## src/rtl/mem_access_unit_pkg.sv

```systemverilog
`default_nettype none
// ============================================================================
// Module      : mem_access_unit_pkg
// Description : Shared FSM states, exception codes and size encodings.
// Revision    : 1.0 - initial release
// ============================================================================
package mem_access_unit_pkg;

    typedef enum logic [1:0] {
        IDLE     = 2'd0,
        DM_ACC   = 2'd1,
        DEV_WAIT = 2'd2,
        RESP     = 2'd3
    } state_t;

    localparam logic [4:0] EXC_NONE = 5'd0;
    localparam logic [4:0] EXC_ADEL = 5'd4;
    localparam logic [4:0] EXC_ADES = 5'd5;
    localparam logic [4:0] EXC_DBE  = 5'd7;

    localparam logic [1:0] SIZE_BYTE = 2'd0;
    localparam logic [1:0] SIZE_HALF = 2'd1;
    localparam logic [1:0] SIZE_WORD = 2'd2;

    // Size 3 is reserved and behaves as a word access.
    function automatic logic isWordSize(input logic [1:0] size);
        return size[1];
    endfunction

endpackage
`default_nettype wire

```

## src/rtl/mem_access_unit_if.sv

```systemverilog
`default_nettype none
// ============================================================================
// Module      : mem_access_unit_if
// Description : Request, DM, device and response signals of the memory stage.
// Revision    : 1.0 - initial release
// ============================================================================
interface mem_access_unit_if #(
    parameter int N_DEV = 2
);
    logic                   req_valid;
    logic                   req_load;
    logic                   req_store;
    logic [1:0]             req_size;
    logic                   req_signed;
    logic [31:0]            req_addr;
    logic [31:0]            req_wdata;
    logic [4:0]             in_exc;
    logic                   flush;
    logic                   dm_we;
    logic [3:0]             dm_be;
    logic [31:0]            dm_addr;
    logic [31:0]            dm_wdata;
    logic [31:0]            dm_rdata;
    logic [N_DEV-1:0]       dev_req;
    logic                   dev_we;
    logic [31:0]            dev_addr;
    logic [31:0]            dev_wdata;
    logic [32*N_DEV-1:0]    dev_rdata;
    logic [N_DEV-1:0]       dev_ack;
    logic                   stall;
    logic                   resp_valid;
    logic [31:0]            resp_rdata;
    logic [4:0]             resp_exc;

    modport master (
        output req_valid, req_load, req_store, req_size, req_signed, req_addr,
               req_wdata, in_exc, flush, dm_rdata, dev_rdata, dev_ack,
        input  dm_we, dm_be, dm_addr, dm_wdata, dev_req, dev_we, dev_addr,
               dev_wdata, stall, resp_valid, resp_rdata, resp_exc
    );

    modport slave (
        input  req_valid, req_load, req_store, req_size, req_signed, req_addr,
               req_wdata, in_exc, flush, dm_rdata, dev_rdata, dev_ack,
        output dm_we, dm_be, dm_addr, dm_wdata, dev_req, dev_we, dev_addr,
               dev_wdata, stall, resp_valid, resp_rdata, resp_exc
    );
endinterface
`default_nettype wire

```

## src/rtl/mem_access_unit_addr_decoder.sv

```systemverilog
`default_nettype none
// ============================================================================
// Module      : mem_access_unit_addr_decoder
// Description : Decodes a byte address into DM / device window hits.
// Revision    : 1.0 - initial release
// ============================================================================
module mem_access_unit_addr_decoder #(
    parameter int          N_DEV      = 2,
    parameter logic [31:0] DM_TOP     = 32'h0000_2fff,
    parameter logic [31:0] DEV_BASE   = 32'h0000_7f00,
    parameter logic [31:0] DEV_STRIDE = 32'h10,
    parameter int          DEV_SPAN   = 12,
    parameter int          RO_WORD    = 2
) (
    input  wire logic [31:0]      i_addr,
    output logic                  o_hitDm,
    output logic [N_DEV-1:0]      o_hitDev,
    output logic                  o_roHit
);
    logic [N_DEV-1:0] w_roDev;

    assign o_hitDm = (i_addr <= DM_TOP);

    for (genvar k = 0; k < N_DEV; k++) begin : g_dev
        localparam logic [31:0] c_BASE = DEV_BASE + DEV_STRIDE * k;
        logic [31:0] w_off;

        // The lower-bound test keeps the wrapped offset from aliasing a hit.
        assign w_off       = i_addr - c_BASE;
        assign o_hitDev[k] = (i_addr >= c_BASE) && (w_off < 32'(DEV_SPAN));
        assign w_roDev[k]  = o_hitDev[k] && (w_off[31:2] == 30'(RO_WORD));
    end

    assign o_roHit = |w_roDev;

endmodule
`default_nettype wire

```

## src/rtl/mem_access_unit.sv

```systemverilog
`default_nettype none
// ============================================================================
// Module      : mem_access_unit
// Description : Memory-stage access FSM: decode, DM access, device req/ack.
// Revision    : 1.0 - initial release
// ============================================================================
module mem_access_unit
    import mem_access_unit_pkg::*;
#(
    parameter int          N_DEV      = 2,
    parameter logic [31:0] DM_TOP     = 32'h0000_2fff,
    parameter logic [31:0] DEV_BASE   = 32'h0000_7f00,
    parameter logic [31:0] DEV_STRIDE = 32'h10,
    parameter int          DEV_SPAN   = 12,
    parameter int          RO_WORD    = 2,
    parameter int          TIMEOUT    = 16
) (
    input  wire logic        clk,
    input  wire logic        reset,
    mem_access_unit_if.slave bus
);
    localparam int c_CNT_W = $clog2(TIMEOUT);
    localparam int c_IDX_W = (N_DEV > 1) ? $clog2(N_DEV) : 1;

    state_t               r_state, w_nextState;
    logic                 r_store, r_signed, r_kill;
    logic [1:0]           r_size;
    logic [31:0]          r_addr, r_wdata, r_rdata;
    logic [4:0]           r_exc;
    logic [c_IDX_W-1:0]   r_devIdx;
    logic [c_CNT_W-1:0]   r_cnt;

    logic                 w_hitDm, w_roHit, w_anyDev, w_wordSize, w_misalign, w_badAddr;
    logic [N_DEV-1:0]     w_hitDev;
    logic                 w_accept, w_devAck, w_timeout;
    logic [4:0]           w_exc;
    logic [c_IDX_W-1:0]   w_devIdx;
    logic [3:0]           w_dmBe;
    logic [31:0]          w_dmWdata, w_laneWord, w_loadData;

    mem_access_unit_addr_decoder #(
        .N_DEV(N_DEV), .DM_TOP(DM_TOP), .DEV_BASE(DEV_BASE),
        .DEV_STRIDE(DEV_STRIDE), .DEV_SPAN(DEV_SPAN), .RO_WORD(RO_WORD)
    ) u_addrDecoder (
        .i_addr   (bus.req_addr),
        .o_hitDm  (w_hitDm),
        .o_hitDev (w_hitDev),
        .o_roHit  (w_roHit)
    );

    // Gated by reset so nothing is stalled while the unit is held in reset.
    assign w_accept   = reset && (r_state == IDLE) && bus.req_valid
                        && (bus.req_load || bus.req_store) && !bus.flush;
    assign w_anyDev   = |w_hitDev;
    assign w_wordSize = isWordSize(bus.req_size);
    assign w_misalign = w_wordSize ? (bus.req_addr[1:0] != 2'b00)
                                   : ((bus.req_size == SIZE_HALF) && bus.req_addr[0]);
    assign w_badAddr  = w_misalign || (w_anyDev && !w_wordSize) || (!w_hitDm && !w_anyDev);

    always_comb begin
        w_exc = EXC_NONE;
        if (bus.in_exc != EXC_NONE)      w_exc = bus.in_exc;
        else if (bus.req_load) begin
            if (w_badAddr)               w_exc = EXC_ADEL;
        end
        else if (w_badAddr || w_roHit)   w_exc = EXC_ADES;
    end

    always_comb begin
        w_devIdx = '0;
        for (int k = 0; k < N_DEV; k++)
            if (w_hitDev[k]) w_devIdx = c_IDX_W'(k);
    end

    always_comb begin
        w_dmBe    = 4'b1111;
        w_dmWdata = r_wdata;
        case (r_size)
            SIZE_BYTE: begin
                w_dmBe    = 4'b0001 << r_addr[1:0];
                w_dmWdata = {4{r_wdata[7:0]}};
            end
            SIZE_HALF: begin
                w_dmBe    = 4'b0011 << r_addr[1:0];
                w_dmWdata = {2{r_wdata[15:0]}};
            end
            default: ;
        endcase
    end

    always_comb begin
        w_laneWord = bus.dm_rdata >> {r_addr[1:0], 3'b000};
        w_loadData = bus.dm_rdata;
        case (r_size)
            SIZE_BYTE: w_loadData = {{24{r_signed & w_laneWord[7]}},  w_laneWord[7:0]};
            SIZE_HALF: w_loadData = {{16{r_signed & w_laneWord[15]}}, w_laneWord[15:0]};
            default: ;
        endcase
    end

    assign w_devAck  = bus.dev_ack[r_devIdx];
    assign w_timeout = (r_cnt == c_CNT_W'(TIMEOUT - 1));

    always_ff @(posedge clk or negedge reset) begin
        if (!reset) r_state <= IDLE;
        else        r_state <= w_nextState;
    end

    always_comb begin
        w_nextState    = r_state;
        bus.stall      = 1'b0;
        bus.dm_we      = 1'b0;
        bus.dm_be      = 4'b0000;
        bus.dm_addr    = 32'h0;
        bus.dm_wdata   = 32'h0;
        bus.dev_req    = '0;
        bus.dev_we     = 1'b0;
        bus.dev_addr   = 32'h0;
        bus.dev_wdata  = 32'h0;
        bus.resp_valid = 1'b0;
        bus.resp_rdata = 32'h0;
        bus.resp_exc   = EXC_NONE;
        case (r_state)
            IDLE: begin
                if (w_accept) begin
                    bus.stall = 1'b1;
                    if (w_exc != EXC_NONE) w_nextState = RESP;
                    else if (w_anyDev)     w_nextState = DEV_WAIT;
                    else                   w_nextState = DM_ACC;
                end
            end
            DM_ACC: begin
                bus.stall    = 1'b1;
                bus.dm_we    = r_store && !bus.flush;
                bus.dm_be    = w_dmBe;
                bus.dm_addr  = {r_addr[31:2], 2'b00};
                bus.dm_wdata = w_dmWdata;
                w_nextState  = RESP;
            end
            DEV_WAIT: begin
                bus.stall     = 1'b1;
                bus.dev_req   = N_DEV'(1) << r_devIdx;
                bus.dev_we    = r_store;
                bus.dev_addr  = r_addr;
                bus.dev_wdata = r_wdata;
                if (w_devAck || w_timeout) w_nextState = RESP;
            end
            RESP: begin
                bus.resp_valid = !r_kill;
                bus.resp_rdata = r_kill ? 32'h0 : r_rdata;
                bus.resp_exc   = r_kill ? EXC_NONE : r_exc;
                w_nextState    = IDLE;
            end
            default: w_nextState = IDLE;
        endcase
    end

    always_ff @(posedge clk or negedge reset) begin
        if (!reset) begin
            r_store  <= 1'b0;
            r_signed <= 1'b0;
            r_kill   <= 1'b0;
            r_size   <= SIZE_BYTE;
            r_addr   <= 32'h0;
            r_wdata  <= 32'h0;
            r_rdata  <= 32'h0;
            r_exc    <= EXC_NONE;
            r_devIdx <= '0;
            r_cnt    <= '0;
        end else begin
            case (r_state)
                IDLE: if (w_accept) begin
                    r_store  <= !bus.req_load;
                    r_signed <= bus.req_signed;
                    r_size   <= bus.req_size;
                    r_addr   <= bus.req_addr;
                    r_wdata  <= bus.req_wdata;
                    r_exc    <= w_exc;
                    r_devIdx <= w_devIdx;
                    r_kill   <= 1'b0;
                    r_rdata  <= 32'h0;
                    r_cnt    <= '0;
                end
                DM_ACC: begin
                    if (!r_store)  r_rdata <= w_loadData;
                    if (bus.flush) r_kill  <= 1'b1;
                end
                DEV_WAIT: begin
                    // A flush here only kills the response; the bus cycle runs to completion.
                    if (bus.flush) r_kill <= 1'b1;
                    if (w_devAck) begin
                        if (!r_store) r_rdata <= bus.dev_rdata[{r_devIdx, 5'b00000} +: 32];
                    end
                    else if (w_timeout) r_exc <= EXC_DBE;
                    else                r_cnt <= r_cnt + 1'b1;
                end
                default: ;
            endcase
        end
    end

endmodule
`default_nettype wire

```

## src/flat_wrapper.sv

```systemverilog
// flat-port wrapper written by rule: the top's interface ports become plain ports
module mem_access_unit_flat import mem_access_unit_pkg::*;
#(
    parameter int          N_DEV      = 2,
    parameter logic [31:0] DM_TOP     = 32'h0000_2fff,
    parameter logic [31:0] DEV_BASE   = 32'h0000_7f00,
    parameter logic [31:0] DEV_STRIDE = 32'h10,
    parameter int          DEV_SPAN   = 12,
    parameter int          RO_WORD    = 2,
    parameter int          TIMEOUT    = 16
)
  (clk, reset, bus_req_valid, bus_req_load, bus_req_store, bus_req_size, bus_req_signed, bus_req_addr, bus_req_wdata, bus_in_exc, bus_flush, bus_dm_rdata, bus_dev_rdata, bus_dev_ack, bus_dm_we, bus_dm_be, bus_dm_addr, bus_dm_wdata, bus_dev_req, bus_dev_we, bus_dev_addr, bus_dev_wdata, bus_stall, bus_resp_valid, bus_resp_rdata, bus_resp_exc);
  mem_access_unit_if #(.N_DEV(N_DEV)) bus_i ();
  input  wire logic clk;
  input  wire logic reset;
  input wire logic [$bits(bus_i.req_valid)-1:0] bus_req_valid;
  input wire logic [$bits(bus_i.req_load)-1:0] bus_req_load;
  input wire logic [$bits(bus_i.req_store)-1:0] bus_req_store;
  input wire logic [$bits(bus_i.req_size)-1:0] bus_req_size;
  input wire logic [$bits(bus_i.req_signed)-1:0] bus_req_signed;
  input wire logic [$bits(bus_i.req_addr)-1:0] bus_req_addr;
  input wire logic [$bits(bus_i.req_wdata)-1:0] bus_req_wdata;
  input wire logic [$bits(bus_i.in_exc)-1:0] bus_in_exc;
  input wire logic [$bits(bus_i.flush)-1:0] bus_flush;
  input wire logic [$bits(bus_i.dm_rdata)-1:0] bus_dm_rdata;
  input wire logic [$bits(bus_i.dev_rdata)-1:0] bus_dev_rdata;
  input wire logic [$bits(bus_i.dev_ack)-1:0] bus_dev_ack;
  output wire logic [$bits(bus_i.dm_we)-1:0] bus_dm_we;
  output wire logic [$bits(bus_i.dm_be)-1:0] bus_dm_be;
  output wire logic [$bits(bus_i.dm_addr)-1:0] bus_dm_addr;
  output wire logic [$bits(bus_i.dm_wdata)-1:0] bus_dm_wdata;
  output wire logic [$bits(bus_i.dev_req)-1:0] bus_dev_req;
  output wire logic [$bits(bus_i.dev_we)-1:0] bus_dev_we;
  output wire logic [$bits(bus_i.dev_addr)-1:0] bus_dev_addr;
  output wire logic [$bits(bus_i.dev_wdata)-1:0] bus_dev_wdata;
  output wire logic [$bits(bus_i.stall)-1:0] bus_stall;
  output wire logic [$bits(bus_i.resp_valid)-1:0] bus_resp_valid;
  output wire logic [$bits(bus_i.resp_rdata)-1:0] bus_resp_rdata;
  output wire logic [$bits(bus_i.resp_exc)-1:0] bus_resp_exc;
  assign bus_i.req_valid = bus_req_valid;
  assign bus_i.req_load = bus_req_load;
  assign bus_i.req_store = bus_req_store;
  assign bus_i.req_size = bus_req_size;
  assign bus_i.req_signed = bus_req_signed;
  assign bus_i.req_addr = bus_req_addr;
  assign bus_i.req_wdata = bus_req_wdata;
  assign bus_i.in_exc = bus_in_exc;
  assign bus_i.flush = bus_flush;
  assign bus_i.dm_rdata = bus_dm_rdata;
  assign bus_i.dev_rdata = bus_dev_rdata;
  assign bus_i.dev_ack = bus_dev_ack;
  assign bus_dm_we = bus_i.dm_we;
  assign bus_dm_be = bus_i.dm_be;
  assign bus_dm_addr = bus_i.dm_addr;
  assign bus_dm_wdata = bus_i.dm_wdata;
  assign bus_dev_req = bus_i.dev_req;
  assign bus_dev_we = bus_i.dev_we;
  assign bus_dev_addr = bus_i.dev_addr;
  assign bus_dev_wdata = bus_i.dev_wdata;
  assign bus_stall = bus_i.stall;
  assign bus_resp_valid = bus_i.resp_valid;
  assign bus_resp_rdata = bus_i.resp_rdata;
  assign bus_resp_exc = bus_i.resp_exc;
  mem_access_unit #(.N_DEV(N_DEV), .DM_TOP(DM_TOP), .DEV_BASE(DEV_BASE), .DEV_STRIDE(DEV_STRIDE), .DEV_SPAN(DEV_SPAN), .RO_WORD(RO_WORD), .TIMEOUT(TIMEOUT)) u_core (.clk(clk), .reset(reset), .bus(bus_i));
endmodule
```

## config.mk

```make
export PLATFORM = sky130hd
export DESIGN_NAME = mem_access_unit_flat
export DESIGN_NICKNAME = d
export VERILOG_FILES = /design/src/rtl/mem_access_unit_pkg.sv /design/src/rtl/mem_access_unit_if.sv /design/src/rtl/mem_access_unit_addr_decoder.sv /design/src/rtl/mem_access_unit.sv /design/src/flat_wrapper.sv
export SDC_FILE = /design/constraint.sdc
export NUM_CORES = 1
export LEC_CHECK = 0
export CAP_MARGIN = 20
export CORE_ASPECT_RATIO = 0.8
export CORE_MARGIN = 2
export CORE_UTILIZATION = 40
export DETAILED_ROUTE_END_ITERATION = 10
export DONT_BUFFER_PORTS = 1
export GPL_ROUTABILITY_DRIVEN = 0
export GPL_TIMING_DRIVEN = 1
export HOLD_SLACK_MARGIN = 0.1
export PLACE_DENSITY_LB_ADDON = 0.3
export SLEW_MARGIN = 5
export SYNTH_ARGS = -nofsm -noshare
export SYNTH_HDL_FRONTEND = slang
export SYNTH_SLANG_ARGS = --single-unit
```

## constraint.sdc

```tcl
create_clock -name clk -period 5.6 [get_ports clk]
set_clock_uncertainty 0.2 [all_clocks]
set_input_delay 0.56 -clock clk [delete_from_list [all_inputs] [get_ports clk]]
set_output_delay 0.56 -clock clk [all_outputs]
set_load 0.05 [all_outputs]
```

==> Word level (Yosys, flattened, before mapping) <==
Cells that the tools add are included.
{ "word_totals": {"ff_bits": 113, "latch_bits": 0, "ram_bits": 0, "romBits": 0, "input_bits": 176, "wordCells": 131, "memories": 0} }
{ "classes": {"add_sub_neg": 3, "n_mul": 0, "div_mod_pow": 0, "order_cmp": 6, "eq_ne": 17, "shifts": 5, "n_mux": 47, "bitwise_logic": 2, "reduce_logical": 40} }
{ "op_table": {"columns": ["op", "count"], "rows": [
  ["32-bit 2-to-1 mux", 10],
  ["32-bit case mux with 2 select lines", 2],
  ["32-bit case mux with 3 select lines", 1],
  ["32-bit by 15-bit >= comparator with 1-bit output (second input constant)", 2],
  ["32-bit by 4-bit less-than comparator with 1-bit output (second input constant)", 2],
  ["64-bit by 7-bit indexed part select with 32-bit output", 1],
  ["32-bit by 15-bit subtractor with 32-bit output (second input constant)", 2],
  ["30-bit by 2-bit == test with 1-bit output (second input constant)", 2],
  ["5-bit 2-to-1 mux", 7],
  ["32-bit by 14-bit less-or-equal comparator with 1-bit output (second input constant)", 1],
  ["32-bit by 5-bit >> shifter with 16-bit output", 1],
  ["4-bit 2-to-1 mux", 4],
  ["4-bit case mux with 2 select lines", 2],
  ["1-bit logical AND", 12],
  ["1-bit 2-to-1 mux", 10],
  ["2-bit 2-to-1 mux", 5],
  ["2-bit by 1-bit != test with 1-bit output (second input constant)", 5],
  ["5-bit case mux with 2 select lines", 1],
  ["5-bit nonzero test", 2],
  ["2-bit != test (second input constant)", 4],
  ["2-bit case mux with 4 select lines", 1],
  ["4-bit AND reduction", 2],
  ["2-bit by 1-bit == test with 1-bit output (second input constant)", 3],
  ["1-bit logical NOT", 6],
  ["other kinds (18)", 32]
]} }

==> Depth between registers and ports, before layout <==
{ "depth": {"depth_word": 15, "depth_mapped": 10, "depth_no_buf": 9} }

==> Hierarchy <==
From an unflattened synthesis, not the netlist that was laid out.
{ "hier_totals": {"cells_unflattened": 957, "area_unflattened_um2": 7773.7} }
{ "modules_own_cells": {"columns": ["mod", "instances", "cells_each", "area_per_inst_um2", "seq_area_each_um2"], "rows": [
  ["mem_access_unit", 1, 902, 7370.8, 2827.7],
  ["mem_access_unit_addr_decoder", 1, 55, 402.9, 0.0]
]} }

==> Worst setup path after synthesis <==
No wires, ideal clock.
{ "synth_timing": {"path_type": "register to output", "start": "reg u_core.r_state[1]", "end": "out bus_dm_wdata[13]", "t_arrival_ns": 2.301, "required_ns": 4.840, "slack_ns": 2.539, "path_stages_with_launch": 6, "n_path_buf": 2, "cell_sequence": "dfrtp_1 > inv_1 > ha_1 > clkbuf_1 > clkbuf_1 > a21boi_0"} }
{ "synth_via": {"elab_chain_cells": 2} }
{ "synth_lines": {"columns": ["element", "line_no", "text"], "rows": [
  ["start, declared", "mem_access_unit.sv:25", "state_t r_state, w_nextState;"],
  ["start signal, assigned", "mem_access_unit.sv:106", "else r_state <= w_nextState;"],
  ["2-bit by 1-bit == test with 1-bit output", "mem_access_unit.sv:123", "case (r_state)"],
  ["32-bit 2-to-1 mux", "mem_access_unit.sv:123", null],
  ["end, declared", "flat_wrapper.sv:31", "output wire logic [$bits(bus_i.dm_wdata)-1:0] bus_dm_wdata;"]
]} }
Every way passes these cells.

==> Worst setup path after layout <==
{ "layout_timing": {"start": "reg u_core.r_state[1]", "end": "out bus_dm_be[2]"} }
{ "layout_via": {"elab_chain_cells": 2} }
{ "layout_lines": {"columns": ["element", "line_no", "text"], "rows": [
  ["2-bit by 1-bit == test with 1-bit output", "mem_access_unit.sv:123", null],
  ["4-bit 2-to-1 mux", "mem_access_unit.sv:123", null],
  ["end, declared", "flat_wrapper.sv:29", "output wire logic [$bits(bus_i.dm_be)-1:0] bus_dm_be;"]
]} }
Every way passes these cells.

==> qor.txt <==
==========================================================================================
Result of the run ........................................................... complete, no violations
EDFF count, synth ...........................................................            0
Area of the mapped netlist ..................................................     7780 µm²
Minimum clock period ........................................................      3820 ps
Clock buffers created by TritonCTS ..........................................           17
HPWL reported at the end of detailed placement ..............................      19.1 mm
Critical path peak fanout ...................................................           60
Sequential Area .............................................................     2830 µm²
Detailed-routing wirelength on met1 .........................................      11.7 mm
# port buffers ..............................................................            0
Count of non-filler cells in the finished layout ............................        1,294
Clock Latency Late Sink .....................................................       410 ps
Slew @ Worst Pin ............................................................      1160 ps
Cells along the critical path ............................................... inv_1, ha_2, buf_4, inv_1, a31oi_1
Portion of synthesized cell area occupied by the leading cell type ..........        0.364
Filler Cells Inserted .......................................................        1,883
Final cycle utilization of the critical path ................................        0.682
PnR Total Power .............................................................      5480 µW
Leakage power summed over all cells .........................................   0.00396 µW
First DRT Iteration DRCs ....................................................          544
Post-CTS setup buffer count .................................................            0
CP dominant cell by count ...................................................        inv_1
Hold Crit Class .............................................................       in2reg
Number of vias per cell after detailed routing ..............................         5.58
Total length of routed wires ................................................      27.3 mm
Post-route antenna net violation count ......................................            0
Async SR Flop Fraction ......................................................         1.00
Gr ovfl total ...............................................................            0
Growth of design area from synthesis to finish ..............................        17.9%
Finish-stage setup viols ....................................................            0
Synth area leader ...........................................................      dfrtp_1
First-pass iteration count of the detailed router ...........................            5
Sequential-to-total area share from yosys stat ..............................        0.364
Detailed route wirelength on metal2 .........................................      13.0 mm
Number of hold violations in the final report ...............................            0
Register bit count reported by yosys ........................................          113
Number of levels in the clock H-tree ........................................            4
Number of placement rows ....................................................           45
Total Die Area ..............................................................   20,600 µm²
Avg Synthesized Cell Area ...................................................     7.82 µm²
Crit Path Class .............................................................      reg2out
Most common cell in the synthesized netlist .................................      nand2_1
Number of cells in the design after placement ...............................        1,192
Detailed-route DRC error count ..............................................            0
Critical path's slowest cell ................................................      a31oi_1
Routed length per instance ..................................................      21.1 µm
Fraction of final layout cells sized beyond drive strength 1 ................       0.0979
Endpoint required time on the critical path .................................      4840 ps
Count of maximum capacitance violations .....................................            0
Instance count of the mapped netlist ........................................          995
Unique masters post-synth ...................................................           67
Effective utilization at floorplan ..........................................        0.409
Vias in the first global route ..............................................        6,665
Number of nets in the layout ................................................        1,202
Worst rel slew slack ........................................................        0.225
Total global-route track usage ..............................................        0.255
Top routing layer used ......................................................         met4
Vias after detailed routing .................................................        7,226
CTS tree ....................................................................         done
Top cells by instance count after synthesis ................................. nand2_1 (273), and2_1 (151), dfrtp_1 (113)
Cell at the root of the clock tree ..........................................    clkbuf_16
Critical Path AT ............................................................      3060 ps
TritonCTS Sinks .............................................................          113
Delay of the slowest cell on the worst path .................................       840 ps
Sort of element at the end of the critical path .............................  output port
Width of the die ............................................................       160 µm
Initial antenna violation count .............................................            3
Setup repair after global routing missed its margin .........................           no
Max-slew violation count ....................................................            0
Clock edge transition at the registers on the reported setup and hold paths .        60 ps
Maximum resistive drop on vdd ...............................................     0.318 mV
Wire length of the first global-routing pass ................................      40.1 mm
Kind of start point of the critical path ....................................         flop
Power per standard cell area ................................................   597 nW/µm²
Deepest clock path buffer count .............................................            2
Die span in y ...............................................................       129 µm
Synth Warn # ................................................................            0
Area of combinational cells with multiple inputs ............................     4630 µm²
Most common flop cell mapped by yosys .......................................      dfrtp_1
Setup TNS after final layout ................................................         0 ps
Leading post-synthesis cells by cell area ................................... dfrtp_1 (36%), nand2_1 (13%), and2_1 (12%), mux2_2 (4.8%), o21ai_0 (4.7%)
Met3 wirelength from detailed routing .......................................      2.18 mm
Fmax ........................................................................      262 MHz
Maximum number of pins on one net before global-route repair ................          114
Core area ...................................................................   19,000 µm²
I/O pin count ...............................................................          351
==========================================================================================
[cells by family (layout without fill, tap and decap cells)]
family	after synthesis	after routing	synth area share
buffers and inverters	88	124	0.0457
other	1	6	0.000482
adder cells (fa/ha/maj)	6	6	0.00949
AND/OR/NAND/NOR	549	549	0.348
XOR/XNOR	3	3	0.00338
flip-flops	113	113	0.364
multiplexers	57	57	0.0787
AO/OA/AOI/OAI	178	178	0.151
[power by group]
group          internal, µW  total, µW  leakage, µW  switching (µW)
Sequential             1150       1510      0.00146             359
Clock                   625       1020     0.000260             391
Combinational           702       2950      0.00224            2250
[cell usage in the layout, fill, tap and decap left out, types with 4 or more instances in the layout]
cell / count
dlygate4sd3_1: 67
nand2_1: 273
nand3_1: 9
clkinv_2: 4
o21ai_0: 73
a31oi_1: 10
nand2b_1: 24
nor2_1: 31
clkbuf_16: 17
inv_1: 16
and2_1: 151
clkinvlp_4: 4
a21oi_1: 24
mux2_2: 33
a21boi_1: 10
a222oi_1: 5
dfrtp_1: 112
nor3_1: 11
buf_4: 8
nor4_1: 4
a22oi_1: 26
diode_2: 4
nand4_1: 4
o221a_2: 7
nor2b_1: 15
mux2i_1: 24
[routing by layer]
metal,up-vias,GRT usage
met3,27,0.0674
met2,356,0.425
met4,0,0.0678
li1,3382,-
met5,-,0
met1,3461,0.331
[state kept, by name (all words and copies together) (netlist names)]
register         cells
u_core.r_addr       32
u_core.r_rdata      32
u_core.r_wdata      32
u_core.r_exc         5
u_core.r_cnt         4
u_core.r_size        2
u_core.r_state       2
u_core.r_devIdx      1
u_core.r_kill        1
u_core.r_signed      1
u_core.r_store       1
[through the flow]
step | hold slack (ps) | area (µm²) | utilization | setup WS [ps]
floorplan | 64.4 | 7780 | - | 2540
global placement | 67.1 | 7900 | 0.415 | 2200
detailed placement | 67.5 | 7920 | 0.416 | 2130
CTS | 104 | 9160 | 0.481 | 1710
global route | 122 | 9170 | 0.482 | 1580
finish | 117 | 9170 | 0.482 | 1780
[repair_timing]
action | in CTS | in global routing
hold buffers | 68 | 0
gates resized for setup | 0 | 0
endpoints found under the hold margin | 179 | 0
[critical path: cells and delay by family, from the launching register on]
family | cells | cell delay, ps
fa+ha+maj | 1 | 770
flops | 1 | 430
buf+inv | 3 | 600
compound gates | 1 | 840
[final cells by class]
type | count | area share
Clock buffer | 20 | 0.0498
Tap cell | 258 | 0.0352
Multi-Input combinational cell | 795 | 0.505
Timing Repair Buffer | 77 | 0.0843
Antenna cell | 4 | 0.00109
Clock inverter | 10 | 0.00968
Sequential cell | 113 | 0.308
Inverter | 17 | 0.00696
[worst paths after layout]
check	from	to	slack, ps	cells after the start
worst max-delay path	u_core.r_state[1]$_DFFE_PN0P_	bus_dm_be[2]	1780	5
worst min-delay path	bus_in_exc[3]	u_core.r_exc[3]$_DFFE_PN0P_	120	2
worst max register to register	u_core.r_state[0]$_DFFE_PN0P_	u_core.r_rdata[31]$_DFFE_PN0P_	2660	8
worst min register to register	u_core.r_rdata[23]$_DFFE_PN0P_	u_core.r_rdata[23]$_DFFE_PN0P_	270	2
max in group asynchronous	reset	u_core.r_size[1]$_DFFE_PN0P_	4150	2
min in group asynchronous	reset	u_core.r_addr[24]$_DFFE_PN0P_	560	2
(Power assumes the default switching activity.)
